### config.mk
export PLATFORM = sky130hd
export DESIGN_NAME = car_bank
export DESIGN_NICKNAME = d
export VERILOG_FILES = /design/src/rtl/car_bank.sv
export SDC_FILE = /design/constraint.sdc
export NUM_CORES = 1
export LEC_CHECK = 0
export BUFFER_PORTS_ARGS = -buffer_cell sky130_fd_sc_hd__buf_2
export CORE_MARGIN = 8
export CORE_UTILIZATION = 45
export DETAILED_ROUTE_END_ITERATION = 6
export GPL_TIMING_DRIVEN = 0
export PLACE_DENSITY_LB_ADDON = 0.1
export SYNTH_ARGS = -nofsm -noshare
export SYNTH_HDL_FRONTEND = slang
export SYNTH_SLANG_ARGS = --single-unit
### constraint.sdc
create_clock -name MAINCLK -period 4 [get_ports MAINCLK]
set_input_delay 0.8 -clock MAINCLK [delete_from_list [all_inputs] [get_ports MAINCLK]]
set_output_delay 0.8 -clock MAINCLK [all_outputs]
set_load 0.01 [all_outputs]
### src/rtl/car_bank.sv
// rtl/car_bank.sv - parametrised counter/address register bank
// Registers load from the transfer bus, count up/down, and drive two selected read ports; logical 0/1 may be swapped.
module car_bank #(
   parameter int WIDTH       = 16,
   parameter int NUM_REGS    = 5,
   parameter int SEL_W       = 3,
   parameter int RESET_VALUE = 0,
   parameter int HAS_FLIP    = 1
) (
   input  logic                MAINCLK,
   input  logic                MAINRST,
   input  logic [WIDTH-1:0]    xfer_in,
   input  logic [SEL_W-1:0]    load_sel,
   input  logic [NUM_REGS-1:0] inc_vec,
   input  logic [NUM_REGS-1:0] dec_vec,
   input  logic [SEL_W-1:0]    addr_sel,
   input  logic [SEL_W-1:0]    xfer_sel,
   input  logic                pcra_flip,
   output logic [WIDTH-1:0]    addr_out,
   output logic                addr_valid,
   output logic [WIDTH-1:0]    xfer_out,
   output logic                xfer_valid,
   output logic                flip_state,
   output logic [NUM_REGS-1:0] wrap_pulse
);

   localparam int   IDX_W   = (NUM_REGS > 1) ? $clog2(NUM_REGS) : 1;
   localparam logic FLIP_EN = (HAS_FLIP != 0);

   logic [WIDTH-1:0]    regs_q [NUM_REGS];
   logic [WIDTH-1:0]    regs_d [NUM_REGS];
   logic [NUM_REGS-1:0] wrap_q, wrap_d;
   logic                flip_q, flip_d;

   // Logical-to-physical index; the swap is its own inverse.
   function automatic logic [IDX_W-1:0] map_idx(input logic [IDX_W-1:0] idx, input logic flip);
      if (FLIP_EN && flip && (idx < IDX_W'(2)))
         return idx ^ IDX_W'(1);
      return idx;
   endfunction

   always_comb begin
      logic [IDX_W-1:0] p;
      flip_d = flip_q ^ (pcra_flip & FLIP_EN);
      wrap_d = '0;
      for (int n = 0; n < NUM_REGS; n++) regs_d[n] = regs_q[n];
      for (int l = 0; l < NUM_REGS; l++) begin
         p = map_idx(IDX_W'(l), flip_q);
         if (load_sel == SEL_W'(l + 1)) begin
            regs_d[p] = xfer_in;
         end else if (inc_vec[l] && !dec_vec[l]) begin
            regs_d[p] = regs_q[p] + WIDTH'(1);
            wrap_d[l] = &regs_q[p];
         end else if (dec_vec[l] && !inc_vec[l]) begin
            regs_d[p] = regs_q[p] - WIDTH'(1);
            wrap_d[l] = ~|regs_q[p];
         end
      end
   end

   always_ff @(posedge MAINCLK or negedge MAINRST) begin
      if (!MAINRST) begin
         for (int n = 0; n < NUM_REGS; n++) regs_q[n] <= WIDTH'(RESET_VALUE);
         wrap_q <= '0;
         flip_q <= 1'b0;
      end else begin
         for (int n = 0; n < NUM_REGS; n++) regs_q[n] <= regs_d[n];
         wrap_q <= wrap_d;
         flip_q <= flip_d;
      end
   end

   always_comb begin
      logic [IDX_W-1:0] a_idx, x_idx;
      addr_valid = (addr_sel != '0) && (int'(addr_sel) <= NUM_REGS);
      xfer_valid = (xfer_sel != '0) && (int'(xfer_sel) <= NUM_REGS);
      a_idx      = map_idx(IDX_W'(int'(addr_sel) - 1), flip_q);
      x_idx      = map_idx(IDX_W'(int'(xfer_sel) - 1), flip_q);
      addr_out   = addr_valid ? regs_q[a_idx] : '0;
      xfer_out   = xfer_valid ? regs_q[x_idx] : '0;
   end

   assign flip_state = flip_q;
   assign wrap_pulse = wrap_q;

endmodule

### After elaboration in Yosys (flattened, before gate mapping)

Index checks and enable logic that the tools add are counted.

* muxes and demuxes: 65
* reductions and logical operators: 43
* order comparisons: 10
* bitwise operators: 7
* eq/ne operators: 5
* add/sub/neg operators: 12

Operator list (count)
* $bwmux W80: 6
* $mux W80: 6
* $mux W16: 21
* $bmux W16 S3: 4
* $demux W16 S3: 2
* $add A16 B1 Y16 const B: 5
* $reduce_and A16 Y1: 5
* $reduce_or A16 Y1: 5
* $sub A16 B1 Y16 const B: 5
* $mux W3: 8
* $mux W1: 18
* $ge A4 B4 Y1 const B: 4
* $logic_and A1 B1 Y1: 16
* $not A3 Y4: 4
* $logic_not A1 Y1: 15
* $lt A4 B1 Y1 const B: 2
* $eq A3 B2 Y1 const B: 2
* $eq A3 B3 Y1 const B: 2
* $le A3 B3 Y1 const B: 2
* $lt A3 B2 Y1 const B: 2
* $reduce_bool A3 Y1: 2
* $sub A3 B1 Y3 const B: 2
* $eq A3 B1 Y1 const B: 1
* $not A1 Y1: 2
* $xor A1 B1 Y1: 1

* input port bits: 38
* logic and storage cells: 149
* flip-flop bits (word level): 86
* output and inout port bits: 40

### Logic depth before layout (Yosys ltp)

Gate-level depths: netlist of run 1.

* depth after elaboration: 18
* mapped depth: 15
* depth with buffers taken out: 9

### Worst setup path after synthesis of run 1

No wires, ideal clock.

* kind: input to output
* start: in addr_sel[0]
* end: out addr_out[6]
* stages on the path: 11
* required time: 3.200 ns
* arrival time: 2.929 ns
* path buffers: 3
* slack: 0.271 ns
* cells stage by stage: clkbuf_1 inv_1 ha_1 clkbuf_1 nand2_1 nor2_1 xnor2_2 buf_2 mux2i_1 a21oi_1 a22o_1

* word-level cells in the longest chain between the ends: 10

RTL lines
* from (decl): line 16 `input logic [SEL_W-1:0] addr_sel,`
* $sub A3 B1 Y3: line 77 `a_idx = map_idx(IDX_W'(int'(addr_sel) - 1), flip_q);`
* $lt A3 B2 Y1: line 37 `if (FLIP_EN && flip && (idx < IDX_W'(2)))`
* $logic_and A1 B1 Y1: line 37
* $mux W1: line 37
* $mux W3: line 39 `return idx;`
* $not A3 Y4 (implied by the code): line 79 `addr_out = addr_valid ? regs_q[a_idx] : '0;`
* $bmux W16 S3: line 79
* $mux W16 (implied by the code) (2 in a row): line 79
* $mux W16 (*): line 79
* to (decl): line 19 `output logic [WIDTH-1:0] addr_out,`

Every way passes the cells marked *; elsewhere a longest branch is shown, timed or not. The select of a mux whose other input is x is not followed.

### Worst setup path after layout of run 1

* start: in addr_sel[0]
* end: out addr_out[5]

The elaborated chain is that of the path after synthesis.

==> results of run 1 <==
==> critical path, cell delays in order <==
cell	delay, ps
buf_2	230
inv_1	120
ha_1	450
nand2_1	100
nor2_2	190
xnor2_4	190
buf_4	270
mux2i_1	230
a21oi_1	110
a22o_1	250
buf_2	150
==> path summary, 6_finish.rpt <==
kind | slack [ps] | startpoint | end | cells past startpoint
max | 110 | addr_sel[0] | addr_out[5] | 11
min | 450 | MAINRST | regs_q[50] | 1
max reg2reg | 110 | flip_state | regs_q[60] | 12
min reg2reg | 670 | regs_q[11] | regs_q[11] | 2
max in group asynchronous | 2850 | MAINRST | regs_q[7] | 2
min in group MAINCLK | 620 | pcra_flip | flip_state | 2
==> cells in the mapped netlist (9+ instances only) <==
cell type / instances / share of area, %
nor3_1: 46 / 2.2
nand2b_1: 10 / 0.59
a31oi_1: 13 / 0.77
inv_1: 32 / 1.1
o21ai_0: 76 / 3.6
o22ai_1: 19 / 1.1
a22o_1: 36 / 3.0
xor2_1: 50 / 4.2
ha_1: 20 / 2.4
mux2_2: 15 / 1.6
a21oi_1: 96 / 4.6
nand3_1: 49 / 2.3
a22oi_1: 15 / 1.1
dfrtp_1: 86 / 20
xnor2_1: 39 / 3.2
a211oi_1: 38 / 2.7
nor2_1: 89 / 3.2
mux2i_1: 69 / 6.6
or3_1: 9 / 0.54
nand2_1: 116 / 4.1
nand4_1: 27 / 1.6
nor2b_1: 42 / 2.5
and3_1: 11 / 0.65
buf_2: 31 / 1.5
o211ai_1: 11 / 0.79
clkbuf_1: 102 / 3.6
o221ai_1: 18 / 1.5
nor4_1: 27 / 1.6
o21ai_1: 15 / 0.71
==> metal layers <==
layer / up-vias / global-route usage (%) / part of all wire, %
met5: - / 0 / 0
met4: 0 / 19.2 / 5.7
met3: 177 / 6.52 / 9.8
met2: 800 / 56.4 / 46
met1: 5756 / 42.1 / 38
li1: 5371 / - / -
==> cell families (layout without fill, tap and decap cells) <==
family	after synthesis	in the layout	synth area share, %
AND/OR/NAND/NOR	498	498	25.9
AO/OA/AOI/OAI	430	430	27.8
buffers and inverters	173	265	6.98
XOR/XNOR	91	91	7.72
multiplexers	87	87	8.73
flip-flops	86	86	20.5
adder cells (fa/ha/maj)	20	20	2.38
==> state kept, by name, indices dropped and copies added, names as in the netlist <==
name        count
regs_q         80
flip_state      1
wrap_pulse      5
==> what timing repair did <==
item,4_1_cts,5_1_grt
endpoints found under the setup margin,47,25
gates resized for setup,11,6
hold buffers,0,0
pin swaps,0,1
buffers inserted,0,5
==> report_power, final <==
part	switching (mW)	internal [mW]	total, mW
Combinational	3.90	2.01	5.90
Sequential	0.398	1.20	1.60
Clock	0.445	0.492	0.937
==> cell type report <==
cell class | count | area (um^2) | area share (%)
tap | 319 | 399 | 3.41
buffer | 135 | 604 | 5.16
multi-input combinational | 1126 | 7690 | 65.7
inverter | 32 | 120 | 1.03
clock inverter | 6 | 68.8 | 0.588
timing repair buffer | 82 | 448 | 3.83
sequential | 86 | 2150 | 18.4
clock buffer | 10 | 229 | 1.96
==> run metrics, run 1 <==
commonest non-fill, non-tap cell in the layout nand2_1; die height 169 um; initial core utilization 45.3%; die width 169 um; H-Tree Level Count 3; # setup viols final 0; CTS tree built; max-cap violation count 0; post-DP HPWL 37.7 mm; initial antenna violation count 1; row count 56; Mapped Area 0.0105 mm^2; hold_ws 449 ps; Tot Pwr 8.44 mW; Mean Syn Cell Area 7.59 um^2; syn nets 1443; gr usage total 34.5%; post-synthesis async set-or-reset flop share 100%; GP Congestion 1.01; Max Freq 0.257 GHz; RSZ-0062 raised after global routing false; Final nets 1530; Synth cell types 89; placed cell area 0.0113 mm^2; Die ar. 0.0285 mm^2; Max VDD drop 411 uV; fin cells 1796; Worst setup EP type output port; IO buf count 75; CP Class primary input to output port; largest net degree at the start of global routing 53; register area share after synthesis 20.5%; clk sinks 86; Core Util, Final 50.5%; Worst Slack Setup Final 109 ps; Vias per Instance 6.74; Final Hold Viols 0; clock skew 20.5 ps; drt drc 0; P&R area growth vs syn 11.4%; first-pass GRT wire length 74.6 mm; Crit Path Max Fanout 10; Worst-Skew Late Latency 370 ps; Mapped Cells 1385; Final ANT Viol Nets 0; drt wl/cell 27.8 um; worst slew pin tran 1460 ps; placed instance count 1781; number of I/O pins 78; post-route cell area 0.0117 mm^2; most frequent cells in the layout 116 x nand2_1, 101 x buf_2, 99 x clkbuf_1; #FFs+latches synth 86; Sum Neg Setup Slack 0 ps; Clock Path Buffers 2; core area 0.0232 mm^2; Iter 0 DRT Violations 1511; Main synth FF type dfrtp_1; number of flops mapped to enable cells by yosys 0; proportion of layout cells with a drive suffix above 1 12.9%; Hold/Removal Path Class primary input to asynchronous set/reset pin; Slew HR 2.23%; vias in the first global route 11708; Final Cycle Share 97.3%; Pre-Repair DR Iteration Count 7; Antenna Cells 0; Critical Path AT 3090 ps; status finished clean; FILL cells 2343; Slew Limit Fails 0; Tmin final 3890 ps; CP required 3200 ps; Yosys warnings 0; PwrDens 721 mW/mm^2; startpoint types primary input; global route overflow 0; Place WS -982 ps; leakage power 4.45 nW; clk slew on worst S/H paths 70 ps; final wirelength 49.9 mm; Inserted Clock Buffers 9; routed vias 12104; CTS root buffer clkbuf_16
Note: power is estimated with default switching activity, not from simulation.
==> run 2: changes to the inputs <==
--- a/config.mk
+++ b/config.mk
@@ -7,7 +7,7 @@
 export LEC_CHECK = 0
 export BUFFER_PORTS_ARGS = -buffer_cell sky130_fd_sc_hd__buf_2
 export CORE_MARGIN = 8
-export CORE_UTILIZATION = 45
+export CORE_UTILIZATION = 60
 export DETAILED_ROUTE_END_ITERATION = 6
 export GPL_TIMING_DRIVEN = 0
 export PLACE_DENSITY_LB_ADDON = 0.1
==> constraint.sdc (replaced) <==
create_clock -name MAINCLK -period 3.6 [get_ports MAINCLK]
set_input_delay 0.72 -clock MAINCLK [delete_from_list [all_inputs] [get_ports MAINCLK]]
set_output_delay 0.72 -clock MAINCLK [all_outputs]
set_load 0.01 [all_outputs]
==> run metrics, run 2 (synthesis results as in run 1) <==
status complete, but fails checks; violated checks DRC; post-DP HPWL 34.1 mm (-9.3%); clock skew 14.0 ps (-6.56 ps); H-Tree Level Count 3 (unchanged); Hold/Removal Path Class primary input to asynchronous set/reset pin; Biggest register regs_q; Final nets 1532 (+0.13%); Iter 0 DRT Violations 2137 (+41%); # setup viols final 0 (unchanged); critical path cell sequence buf_2 > clkbuf_1 > nor2b_1 > clkbuf_1 > o211ai_1 > nor4_1 > o221ai_1 > o221ai_1 > o221ai_1; commonest non-fill, non-tap cell in the layout nand2_1; Worst Slack Setup Final 43.8 ps (-65.5 ps); initial antenna violation count 1 (unchanged); drt wl/cell 27.8 um (about the same); Critical Path AT 3780 ps (+690 ps); Vias per Instance 7.40 (+9.8%); Inserted Clock Buffers 9 (unchanged); gr usage total 41.6% (+7.1 points); Core Util, Final 68.0% (+18 points); core area 0.0172 mm^2 (-26%); Tot Pwr 9.42 mW (+12%); vias in the first global route 11815 (+0.91%); Place WS -1160 ps (-176 ps); Worst-Skew Late Latency 360 ps (about the same); Final Cycle Share 98.8%; proportion of layout cells with a drive suffix above 1 14.5% (+1.5 points); CP Class primary input to register; Die ar. 0.0220 mm^2 (-23%); Max Freq 0.281 GHz; RSZ-0062 raised after global routing false; row count 48 (-14%); CTS tree built; P&R area growth vs syn 11.5%; IO buf count 75 (unchanged); final wirelength 47.4 mm (-5.0%); leakage power 4.47 nW (+0.39%); Crit Path Max Fanout 10 (unchanged); Final ANT Viol Nets 0 (unchanged); hold_ws 310 ps (-139 ps); Slew HR 21.1% (+19 points); CP required 3820 ps (+620 ps); die width 148 um (-12%); Largest register FFs 80 (unchanged); clk slew on worst S/H paths 80 ps (about the same); FILL cells 1466 (-37%); clk sinks 86 (unchanged); Worst setup EP type register; Sum Neg Setup Slack 0 ps (unchanged); drt drc 16 (+16); GP Congestion 1.06 (+4.4%); most frequent cells in the layout 116 x nand2_1, 100 x buf_2, 96 x clkbuf_1; Clock Path Buffers 2 (unchanged); global route overflow 0 (unchanged); Max VDD drop 1080 uV (+160%); Worst path max stage delay 850 ps (+400 ps); Slew Limit Fails 0 (unchanged); max-cap violation count 0 (unchanged); Slowest-stage cell, CP nor2b_1; routed vias 12615 (+4.2%); Critical Path Most Common Cell o221ai_1; worst slew pin tran 1180 ps (-281 ps); PwrDens 803 mW/mm^2 (+11%); startpoint types primary input; die height 148 um (-12%); initial core utilization 61.0% (+16 points); CTS root buffer clkbuf_16; Tmin final 3560 ps; first-pass GRT wire length 69.9 mm (-6.3%); number of I/O pins 78 (unchanged); Pre-Repair DR Iteration Count 7 (unchanged); Final Hold Viols 0 (unchanged); # hold bufs at CTS 0 (unchanged); largest net degree at the start of global routing 61 (+15%)
-- run 2: cell types whose count changed in the layout (fill, tap and decap cells not counted), moves of 3 or more --
cell / previous run / this run
buf_6: 4 / 9
buf_4: 11 / 8
clkbuf_1: 99 / 96
ha_1: 19 / 16
mux2i_2: 1 / 7
mux2i_1: 69 / 61
-- run 2: per-layer routing --
layer	track usage, %	vias up	wire [um]
li1	-	5377	-
met1	49.4	5760	16500
met2	63.1	1171	20300
met3	11.8	307	6550
met4	31.6	0	4020
met5	0	-	0
-- run 2: layout make-up --
type | count | area (um^2) | area share (%)
inverters | 32 | 120 | 1.02
clock buffers | 10 | 239 | 2.04
multi-input cells | 1126 | 7750 | 66.1
diodes | 1 | 2.50 | 0.0213
plain buffers | 136 | 638 | 5.44
well taps | 225 | 282 | 2.40
clock inverters | 6 | 68.8 | 0.587
repair buffers | 83 | 465 | 3.97
flip-flops and latches | 86 | 2150 | 18.4
-- run 2: worst max-delay path: cells and delay by family --
family                 cells  cell delay [ps]
AND/OR/NAND/NOR            2             1100
buffers and inverters      3             1090
AO/OA/AOI/OAI              4              860
-- run 2: path summary, 6_finish.rpt --
check | startpoint | endpoint | slack, ps | cells after the start
min in group MAINCLK | pcra_flip | flip_state | 530 | 2
hold / removal | MAINRST | regs_q[79] | 310 | 1
setup / recovery | dec_vec[0] | regs_q[62] | 40 | 9
hold reg to reg | regs_q[31] | wrap_pulse[3] | 690 | 2
setup reg to reg | regs_q[54] | regs_q[63] | 70 | 7
max in group asynchronous | MAINRST | regs_q[8] | 2590 | 2
-- run 2: power by group --
group / internal, mW / switching (mW) / total (mW)
logic: 2.29 / 4.30 / 6.59
registers: 1.34 / 0.448 / 1.79
clock network: 0.563 / 0.477 / 1.04
-- run 2: what timing repair did --
| item | CTS | global route |
|---|---|---|
| setup endpoints to repair | 49 | 36 |
| pin swaps | 2 | 6 |
| gates cloned | 0 | 1 |
| setup buffers | 2 | 4 |
| gates resized for setup | 25 | 32 |
-- run 2: stage by stage --
step,instances,area [um^2]
finish,1705,11700
global placement,1685,11200
CTS,1700,11600
detailed placement,1686,11200
floorplan,1385,10500
global route,1704,11700
==> run 3: changes to the inputs <==
--- a/config.mk
+++ b/config.mk
@@ -5,12 +5,14 @@
 export SDC_FILE = /design/constraint.sdc
 export NUM_CORES = 1
 export LEC_CHECK = 0
+export ABC_AREA = 1
 export BUFFER_PORTS_ARGS = -buffer_cell sky130_fd_sc_hd__buf_2
 export CORE_MARGIN = 8
 export CORE_UTILIZATION = 60
 export DETAILED_ROUTE_END_ITERATION = 6
 export GPL_TIMING_DRIVEN = 0
 export PLACE_DENSITY_LB_ADDON = 0.1
+export SKIP_CTS_REPAIR_TIMING = 1
 export SYNTH_ARGS = -nofsm -noshare
 export SYNTH_HDL_FRONTEND = slang
 export SYNTH_SLANG_ARGS = --single-unit
==> run metrics, run 3 <==
status complete, but fails checks; violated checks DRC; Largest register FFs 80 (unchanged); worst reg2reg startpoint flip_state; Mapped Cells 2103 (+52%); Worst R2R End regs_q[68]; global route overflow 0 (unchanged); post-DP HPWL 39.8 mm (+17%); Hold/Removal Path Class primary input to asynchronous set/reset pin; max-cap violation count 0 (unchanged); hold_ws 261 ps (-48.6 ps); Slew HR 44.9% (+24 points); most frequent cell after synthesis nand2_1; Final ANT Viol Nets 0 (unchanged); drt wl/cell 21.3 um (-23%); Worst-Skew Late Latency 370 ps (about the same); Clock Path Buffers 2 (unchanged); proportion of layout cells with a drive suffix above 1 11.5% (-3.0 points); worst slew pin tran 823 ps (-353 ps); most frequent cells in the layout 660 x nand2_1, 265 x nand3_1, 220 x inv_1; Mapped Area 0.0120 mm^2 (+14%); initial core utilization 61.2% (+0.22 points); GP Congestion 1.06 (about the same); cell taking the most area after synthesis nand2_1; largest net degree at the start of global routing 67 (+9.8%); Final Cycle Share 97.3% (-1.5 points); H-Tree Level Count 3 (unchanged); Max VDD drop 854 uV (-21%); reg2reg setup slack 1040 ps (+970 ps); Crit Path Max Fanout 10 (unchanged); Clock power frac 10.9% (about the same); Vias per Instance 6.43 (-13%); Logic pwr share 70.6% (+0.6 points); CTS tree built; Die ar. 0.0247 mm^2 (+12%); Post-synth top cells 660 x nand2_1, 265 x nand3_1, 220 x inv_1; # setup viols final 0 (unchanged); die height 157 um (+5.9%); post-route cell area 0.0131 mm^2 (+12%); post-synthesis async set-or-reset flop share 100% (unchanged); row count 51 (+6.3%); first-pass GRT wire length 79.7 mm (+14%); number of I/O pins 78 (unchanged); CTS root buffer clkbuf_16; Multi-input gate area 0.00846 mm^2 (+9.1%); Yosys warnings 0 (unchanged); vias in the first global route 14485 (+23%); commonest non-fill, non-tap cell in the layout nand2_1; core area 0.0195 mm^2 (+13%); Final Hold Viols 0 (unchanged); final wirelength 52.5 mm (+11%); startpoint types primary input; initial antenna violation count 1 (unchanged); clk slew on worst S/H paths 80 ps (about the same); Iter 0 DRT Violations 2445 (+14%); number of flops mapped to enable cells by yosys 0 (unchanged); Max Freq 0.285 GHz (+1.5%); #FFs+latches synth 86 (unchanged); IO buf count 77 (+2.7%); FILL cells 1853 (+26%); drt drc 2 (-14); R2R depth 13 (+6); leakage power 6.50 nW (+45%); P&R area growth vs syn 9.66%; CP required 2880 ps (-940 ps); Final nets 2253 (+47%); P_sw 6.46 mW (+24%); top cell type's share of synthesized area 20.7% (+0.26 points); Inserted Clock Buffers 9 (unchanged); Slew Limit Fails 0 (unchanged); placed cell area 0.0127 mm^2 (+13%); PwrDens 801 mW/mm^2 (-0.30%); Pre-Repair DR Iteration Count 7 (unchanged); FF/Latch Area 0.00215 mm^2 (about the same); Critical Path AT 2780 ps (-1000 ps); Tmin final 3500 ps (-53.5 ps); Synth cell types 48 (-46%); die width 157 um (+5.9%); syn nets 2161 (+50%); clk sinks 86 (unchanged); Biggest register regs_q; register area share after synthesis 18.0% (-2.5 points); Main synth FF type dfrtp_1; gr usage total 42.1% (+0.42 points); Antenna Cells 0 (-1); clock skew 12.9 ps (-1.06 ps); Tot Pwr 10.5 mW (+11%); CP Class primary input to output port; cell internal pwr 4.04 mW (-3.8%); Flop pwr share 18.5% (-0.5 points); Core Util, Final 67.1% (-0.88 points); Worst setup EP type output port; routed vias 15858 (+26%); Mean Syn Cell Area 5.68 um^2 (-25%); Synth area leaders nand2_1 21%, dfrtp_1 18%, nand3_1 11%, inv_1 6.9%, o21ai_0 6.1%; Switching Fraction 61.6% (+6.1 points)
## run 3: logic make-up after synthesis
group	after synthesis	share of synthesized area, %
adder cells (fa/ha/maj)	20	2.09
AND/OR/NAND/NOR	1229	45.7
XOR/XNOR	43	3.15
flip-flops	86	18.0
buffers and inverters	336	11.6
AO/OA/AOI/OAI	389	19.4
## run 3: worst max-delay path: stages
cell and delay [ps]:
buf_2 130, inv_1 140, ha_2 240, xor2_4 230
inv_2 130, nand4_1 140, nand2_4 110, clkbuf_4 200
o211ai_1 310, nand3_1 150, nand3_1 90, inv_1 40
buf_2 130
## run 3: layout make-up
class                      instances  share of cell area, %
buffer                            99                   3.88
clock buffer                       9                   1.72
clock inverter                     7                  0.783
inverter                         237                   6.81
multi-input combinational       1681                   64.5
sequential                        86                   16.4
tap                              265                   2.53
timing repair buffer              81                   3.34
## run 3: power by group through the flow
stage | sequential, mW | clock [mW] | combinational (mW)
after global routing | 1.95 | 1.17 | 8.00
after floorplan | 1.65 | 0 | 5.12
final | 1.94 | 1.14 | 7.42
after CTS | 1.89 | 1.12 | 7.08
after global placement | 1.89 | 0 | 6.92
after detailed placement | 1.90 | 0 | 7.05
## run 3: worst max-delay path by stage
stage,endpoint,from,depth (start not counted),slack (ps)
after global routing,xfer_out[6],xfer_sel[0],13,-20
after global placement,addr_out[8],addr_sel[0],13,-130
after detailed placement,addr_out[10],addr_sel[0],15,-220
final,xfer_out[8],xfer_sel[0],13,100
after floorplan,xfer_out[5],xfer_sel[0],12,650
after CTS,addr_out[10],addr_sel[0],15,-220
## run 3: routing by layer
layer | track usage, % | wire (um)
met1 | 50.3 | 18200
met4 | 29.9 | 4310
met5 | 0 | 56
met3 | 9.51 | 7200
met2 | 65.9 | 22700
## run 3: metrics by stage
stage | setup WS [ps] | std cells | setup TNS (ps)
finish | 97.3 | 2465 | 0
global route | -19.2 | 2465 | -19.2
CTS | -221 | 2462 | -2860
detailed placement | -217 | 2446 | -2560
global placement | -135 | 2445 | -1610
floorplan | 651 | 2103 | 0
